File: src/rtl/conv_row_scheduler.sv
// Sequences one convolution pass: per output row, clear the array, then for each
// kernel row fetch an image row and step K weights, then hand the row downstream.
module conv_row_scheduler #(
    parameter int IMG_W       = 8,
    parameter int IMG_H       = 8,
    parameter int KERNEL_SIZE = 3,
    parameter int ARRAY_SIZE  = 6,
    parameter int IDX_W       = 4
) (
    input  logic             clk,
    input  logic             rst_n,
    input  logic             enable,
    input  logic             start,
    input  logic [1:0]       input_interface_ack,
    input  logic             out_ready,
    output logic [1:0]       input_interface_cmd,
    output logic             kernel_array_clear,
    output logic             kernel_calc_fin,
    output logic             feature_valid,
    output logic [IDX_W-1:0] out_row,
    output logic [IDX_W-1:0] k_row,
    output logic [IDX_W-1:0] k_col,
    output logic             busy,
    output logic             done
);

    if (ARRAY_SIZE != IMG_W - KERNEL_SIZE + 1) begin : g_bad_cfg
        $error("conv_row_scheduler: ARRAY_SIZE must equal IMG_W-KERNEL_SIZE+1");
    end

    localparam logic [IDX_W-1:0] K_LAST   = IDX_W'(KERNEL_SIZE - 1);
    localparam logic [IDX_W-1:0] ROW_LAST = IDX_W'(IMG_H - KERNEL_SIZE);
    localparam logic [1:0] CMD_NOP  = 2'b00;
    localparam logic [1:0] CMD_STEP = 2'b01;
    localparam logic [1:0] CMD_LOAD = 2'b10;

    typedef enum logic [2:0] {S_IDLE, S_CLEAR, S_LOAD, S_MAC, S_WAIT_OUT} state_t;
    state_t state;

    // An ack only counts against the command currently on the bus.
    logic ack_hit;
    assign ack_hit = (input_interface_cmd != CMD_NOP) && (input_interface_ack == input_interface_cmd);

    always_ff @(posedge clk or negedge rst_n) begin
        if (!rst_n) begin
            state               <= S_IDLE;
            input_interface_cmd <= CMD_NOP;
            kernel_array_clear  <= 1'b0;
            kernel_calc_fin     <= 1'b0;
            feature_valid       <= 1'b0;
            out_row             <= '0;
            k_row               <= '0;
            k_col               <= '0;
            busy                <= 1'b0;
            done                <= 1'b0;
        end else if (!enable) begin
            // Paused: pulses are held so enable-qualified consumers still see each one once.
            input_interface_cmd <= CMD_NOP;
        end else begin
            case (state)
                S_IDLE: begin
                    done <= 1'b0;
                    if (start) begin
                        busy               <= 1'b1;
                        kernel_array_clear <= 1'b1;
                        state              <= S_CLEAR;
                    end
                end
                S_CLEAR: begin
                    kernel_array_clear <= 1'b0;
                    state              <= S_LOAD;
                end
                S_LOAD: begin
                    if (ack_hit) begin
                        input_interface_cmd <= CMD_NOP;
                        k_col               <= '0;
                        state               <= S_MAC;
                    end else begin
                        input_interface_cmd <= CMD_LOAD;
                    end
                end
                S_MAC: begin
                    // Each completed command is followed by one NOP cycle so back-to-back STEPs stay distinct.
                    if (ack_hit) begin
                        input_interface_cmd <= CMD_NOP;
                        if (k_col != K_LAST) begin
                            k_col <= k_col + 1'b1;
                        end else if (k_row != K_LAST) begin
                            k_row <= k_row + 1'b1;
                            k_col <= '0;
                            state <= S_LOAD;
                        end else begin
                            kernel_calc_fin <= 1'b1;
                            feature_valid   <= 1'b1;
                            state           <= S_WAIT_OUT;
                        end
                    end else begin
                        input_interface_cmd <= CMD_STEP;
                    end
                end
                S_WAIT_OUT: begin
                    kernel_calc_fin <= 1'b0;
                    if (out_ready) begin
                        feature_valid <= 1'b0;
                        k_row         <= '0;
                        k_col         <= '0;
                        if (out_row != ROW_LAST) begin
                            out_row            <= out_row + 1'b1;
                            kernel_array_clear <= 1'b1;
                            state              <= S_CLEAR;
                        end else begin
                            out_row <= '0;
                            busy    <= 1'b0;
                            done    <= 1'b1;
                            state   <= S_IDLE;
                        end
                    end
                end
                default: state <= S_IDLE;
            endcase
        end
    end

endmodule

File: config.mk
export PLATFORM = sky130hd
export DESIGN_NAME = conv_row_scheduler
export DESIGN_NICKNAME = d
export VERILOG_FILES = /design/src/rtl/conv_row_scheduler.sv
export SDC_FILE = /design/constraint.sdc
export NUM_CORES = 1
export LEC_CHECK = 0
export ABC_AREA = 1
export BUFFER_PORTS_ARGS = -buffer_cell sky130_fd_sc_hd__buf_2
export CELL_PAD_IN_SITES_DETAIL_PLACEMENT = 1
export CELL_PAD_IN_SITES_GLOBAL_PLACEMENT = 1
export CORE_AREA = 2 2 62 64
export DETAILED_ROUTE_END_ITERATION = 7
export DIE_AREA = 0 0 64 66
export GPL_ROUTABILITY_DRIVEN = 0
export PLACE_DENSITY = 0.88
export SLEW_MARGIN = 20
export SYNTH_ARGS = -nofsm -noshare
export SYNTH_HDL_FRONTEND = slang
export SYNTH_SLANG_ARGS = --single-unit
export TNS_END_PERCENT = 50
File: constraint.sdc
create_clock -name clk -period 1.6 [get_ports clk]
set_clock_uncertainty 0.05 [all_clocks]
set_input_delay 0.4 -clock clk [delete_from_list [all_inputs] [get_ports clk]]
set_output_delay 0.4 -clock clk [all_outputs]
set_load 0.005 [all_outputs]
# ---- Yosys cells after proc, flatten, opt, wreduce, memory -nomap -nowiden
# Index checks and enable logic that the tools add are counted.
dict set report classes {
  bitwise 0
  n_div 0
  shifts 0
  mux 39
  addsub 3
  order_cmp 0
  mul 0
  reduce_logical 16
  n_eq_ne 19
}
# operator n
set ops {}
lappend ops {{$mux 4} 9}
lappend ops {{$reduce_and 6->1} 4}
lappend ops {{$mux 3} 6}
lappend ops {{$ne 2x2->1 const B} 9}
lappend ops {{$pmux 3 s5} 1}
lappend ops {{$reduce_and 5->1} 3}
lappend ops {{$mux 1} 13}
lappend ops {{$add 4x1->4 const B} 3}
lappend ops {{$pmux 4 s3} 1}
lappend ops {{$ne 4x2->1 const B} 2}
lappend ops {{$pmux 1 s2} 4}
lappend ops {{$pmux 4 s2} 1}
lappend ops {{$eq 3x2->1 const B} 2}
lappend ops {{$reduce_bool 2->1} 3}
lappend ops {{$reduce_bool 3->1} 2}
lappend ops {{$mux 2} 2}
lappend ops {{$ne 4x3->1 const B} 1}
lappend ops {{$pmux 2 s2} 1}
lappend ops {{$reduce_and 4->1} 1}
lappend ops {{$eq 3x1->1 const B} 1}
lappend ops {{$eq 3x3->1 const B} 1}
lappend ops {{$logic_not 3->1} 1}
lappend ops {{$ne 3x1->1 const B} 1}
lappend ops {{$ne 3x3->1 const B} 1}
lappend ops {{other kinds (4)} 4}
dict set report totals {
  latch_bits 0
  word_cells 87
  output_inout_bits 19
  memories 0
  mem_bits_rw 0
  rom_bits 0
  ff_bits 22
  inputBits 7
}

# ---- Logic depth before layout (Yosys ltp)
dict set report logic_depth {
  ltp_word 5
  depth_mapped 10
  mapped_depth_nobuf 10
}

# ---- Worst setup path before layout
# Ideal clock, no wire load.
dict set report synth_timing {
  path_kind {reg2reg}
  from {reg k_col[0]}
  to {reg state[0]}
  path_buffers 0
  setup_ns 0.124
  required_ns 1.426
  path_stages_with_launch 10
  setup_slack_ns 0.217
  arrival_ns 1.209
  synth_period_minus_slack_ns 1.383
  path_cell_list {dfrtp_1 inv_1 ha_1 nand2_1 nand2_4 inv_2 nor2_2 nand2_2 nand2_1 o21ai_1}
}
dict set report synth_between {
  elab_chain_cells 3
}
# item line_no
set synth_lines {}
lappend synth_lines {{start: declaration} 22} ;# output logic [IDX_W-1:0] k_col,
lappend synth_lines {{start signal: assignment} 87} ;# k_col <= k_col + 1'b1;
lappend synth_lines {{$ne 4x2->1} 86} ;# if (k_col != K_LAST) begin
lappend synth_lines {{$ne 2x2->1 (no line)} n/a}
lappend synth_lines {{$reduce_and 6->1 (no line)} n/a}
lappend synth_lines {{end signal: assignment} 91} ;# state <= S_LOAD;
lappend synth_lines {{end signal: assignment} 95} ;# state <= S_WAIT_OUT;
lappend synth_lines {{end signal: assignment} 110} ;# state <= S_CLEAR;
lappend synth_lines {{end: declaration} 38} ;# state_t state;
# No other way between the ends.
# A chain may end at the register's enable or synchronous reset.

# ---- Final worst setup path
dict set report layout_timing {
  from {reg state[2]}
  to {reg k_col[1]}
}
dict set report layout_between {
  elab_chain_cells 3
  elab_cells_between_ends 10
  cone_classes {7 x eq/ne; 1 x mux; 2 x reduce/logical}
}
# item line_no
set layout_lines {}
lappend layout_lines {{start signal: assignment} 46} ;# state <= S_IDLE;
lappend layout_lines {{start signal: assignment} 66} ;# state <= S_CLEAR;
lappend layout_lines {{start signal: assignment} 71} ;# state <= S_LOAD;
lappend layout_lines {{$eq 3x2->1 or $eq 3x3->1 (tied branches)} 60} ;# case (state)
lappend layout_lines {{$ne 3x3->1 (no line) (tied with other cells)} n/a}
lappend layout_lines {{$reduce_and 6->1 (no line)} n/a}
# Several ways; a longest one is shown, not always the timed one.

==> run_results.csv <==
group,metric,value,unit
timing,fin_crit,1.52,ns
global_routing,grt_usage,0.178,
power,netSwitchingPower,0.00125,W
final_layout,stdcell_area,0.00166,sq mm
cts,clockBufferDepth,2,
route,wl_per_cell,13.4,microns
worst_setup_path,rrSetupSlack,0.08,ns
place,dp_cells,259,
place,io_buffers,25,
final_layout,fin_util,0.468,
cts,clockRootBuffer,"clkbuf_4",
route,ant_nets,0,
floorplanning,die_w,64,microns
final_layout,final_common_cell,"nand2_1",
floorplanning,initial_core_util,0.379,
place,placed_area,0.00159,sq mm
worst_setup_path,reg2reg_from,"state[2]$_DFFE_PN0P_",
cts,cts_buffers,3,
worst_setup_path,path_class,"flip-flop to flip-flop",
timing,hold_violations,11,
cts,insertion_delay,0.31,ns
synthesis,synth_warnings,0,
final_layout,syn2layout_area_growth,23.2,%
global_routing,grt_max_degree,23,
power,peakVddDrop,0.000515,V
global_routing,grt_pass1_wl,5.87,mm
route,finalWirelength,3.55,mm
timing,hold_ws,-0.0139,ns
final_layout,final_nets,229,
synthesis,syn_area,0.00135,sq mm
run_status,violations,"hold timing",
floorplanning,die_area,0.00422,sq mm
synthesis,postSynthAreaPerCell,7.57,sq um
cts,cts_sinks,22,
floorplanning,num_rows,22,
floorplanning,core,0.00355,sq mm
timing,fmax,0.657,GHz
place,dp.final_hpwl,2.69,mm
power,p_leak,0.894,nW
power,swShare,0.471,
worst_setup_path,crit_required,1.75,ns
synthesis,synth_seq_cells,22,
cts,cts.clk_slew.worst_paths,0.13,ns
timing,relSlewSlack,0.658,
route,via_per_inst,4.95,
worst_setup_path,endpoint_kind,"flip-flop",
final_layout,final_cell_mix,"nand2_1, buf_2, nor2_1",
final_layout,diodes,0,
global_routing,grt_pass1_vias,1263,
timing,fin_crit_sh,0.951,
run_status,status,"complete, but fails checks",
power,power_frac_comb,0.546,
route,drt_pass1_iterations,4,
floorplanning,die_h,66,microns
timing,setup_violations,0,
global_routing,grt_overflow,0,
worst_setup_path,crit_fanout,6,
final_layout,instances_no_fill,264,
timing,worstMarginPinSlew,0.512,ns
power,seqPwrFrac,0.356,
hold_path,holdCritPathClass,"input pin to asynchronous set/reset pin",
power,p_int,0.00140,W
timing,drv_slew,0,
route,num_vias,1307,
cts,htreeDepth,1,
route,drt_iter0_drc,22,
timing,layout_setup_ws,0.0786,ns
worst_setup_path,setup.worst_path.start_class,"flip-flop",
power,pwr-share-clk,0.098,
timing,rsz0062_at_grt,"true",
worst_setup_path,cp_data_arrival_time,1.68,ns
worst_setup_path,worstReg2RegEnd,"k_col[1]$_DFFE_PN0P_",
worst_setup_path,rr_worst_depth,8,
synthesis,synth_cell_types,22,
synthesis,synthesis.nets,189,
cts,cts_tree,"done",
synthesis,netlist_instances,178,
route,drc,0,
synthesis,yosysSeqAreaShare,0.409,
final_layout,drive_gt1_frac,0.329,
floorplanning,io_pins,26,
global_routing,antenna_found_initial,0,
job,cap_violations,0,
power,powerDensity,1600,mW/mm^2
place,preCtsSetupSlack,0.00557,ns
## cells in the mapped netlist
| master | n | area (sq um) |
|---|---|---|
| nor2_4 | 3 | 33.8 |
| inv_2 | 5 | 18.8 |
| ha_1 | 4 | 50.1 |
| dfrtp_1 | 22 | 551 |
| inv_1 | 16 | 60.1 |
| xnor2_1 | 2 | 17.5 |
| nand3_1 | 11 | 55.1 |
| a22oi_1 | 1 | 7.51 |
| nand4_1 | 10 | 62.6 |
| a21oi_1 | 5 | 25.0 |
| nand2_4 | 3 | 33.8 |
| nand2_1 | 52 | 195 |
| a211oi_1 | 1 | 7.51 |
| nor2_2 | 4 | 25.0 |
| o21bai_2 | 1 | 11.3 |
| o21ai_1 | 2 | 10.0 |
| nor2_1 | 20 | 75.1 |
| xor2_1 | 3 | 26.3 |
| nor3_1 | 2 | 10.0 |
| nand3_2 | 2 | 20.0 |
| nand2_2 | 6 | 37.5 |
| o21ai_0 | 3 | 15.0 |
## layer usage
metal,GRT usage,part of all wire,vias to the layer above
met5,0,0,-
met4,0.0652,0.014,0
met3,0.0153,0.024,5
met2,0.322,0.52,22
met1,0.220,0.44,628
li1,-,-,652
## power by group through the flow
stage          Clock [W]  Combinational, W  Sequential [W]
3_5_place_dp           0           0.00135        0.000954
5_1_grt         0.000293           0.00163        0.000973
3_3_place_gp           0           0.00129        0.000936
2_1_floorplan          0          0.000852        0.000955
4_1_cts         0.000270           0.00136        0.000942
6_report        0.000260           0.00145        0.000942
## cells by family after synthesis
logic type / count (synthesis) / synth area share
simple gates: 113 / 0.407
fa+ha+maj: 4 / 0.0371
xor+xnor: 5 / 0.0325
buf+inv: 21 / 0.0585
flops: 22 / 0.409
compound gates: 13 / 0.0566
## critical path: stages (launching register included)
cell and delay, ns:
dfrtp_2 0.50, nor2_4 0.17, nand2_2 0.11, nand2_2 0.09
nor2_1 0.07, nor2_4 0.15, nand3_2 0.13, nand2_1 0.09
nand2_1 0.05
## final cells by class
cell class                      count  area [sq um]
Timing Repair Buffer               35           200
Sequential cell                    22           556
Tap cell                           48          60.1
Fill cell                         475          1890
Clock buffer                        3          22.5
Inverter                           21          78.8
Multi-Input combinational cell    135           743
## timing repair
action	in CTS	in global routing
gates resized for setup	0	11
hold endpoints to repair	0	0
endpoints found under the setup margin	0	9
hold buffers	0	0
buffers inserted	0	2
## per-stage QoR
| stage | total power (W) | TNS (ns) |
|---|---|---|
| after floorplan | 0.00181 | 0 |
| after CTS | 0.00258 | 0 |
| final | 0.00265 | 0 |
| after global routing | 0.00290 | -0.0668 |
| after global placement | 0.00222 | 0 |
| after detailed placement | 0.00231 | 0 |
## registers in the layout, summed over array words and instances (netlist names)
name	flops
out_row	4
busy	1
state	3
input_interface_cmd	2
kernel_array_clear	1
k_row	4
done	1
k_col	4
feature_valid	1
kernel_calc_fin	1
## worst max path at each step
stage / startpoint / end / slack (ns) / depth (start not counted)
CTS: state[2]$_DFFE_PN0P_ / k_col[1]$_DFFE_PN0P_ / 0.01 / 8
detailed placement: input_interface_ack[0] / k_col[1]$_DFFE_PN0P_ / 0.006 / 9
global route: state[1]$_DFFE_PN0P_ / k_col[1]$_DFFE_PN0P_ / -0.02 / 8
finish: state[2]$_DFFE_PN0P_ / k_col[1]$_DFFE_PN0P_ / 0.08 / 8
global placement: input_interface_ack[0] / k_col[0]$_DFFE_PN0P_ / 0.07 / 9
floorplan: k_col[0]$_DFFE_PN0P_ / state[0]$_DFFE_PN0P_ / 0.22 / 9
Note: power is estimated with default switching activity, not from simulation.
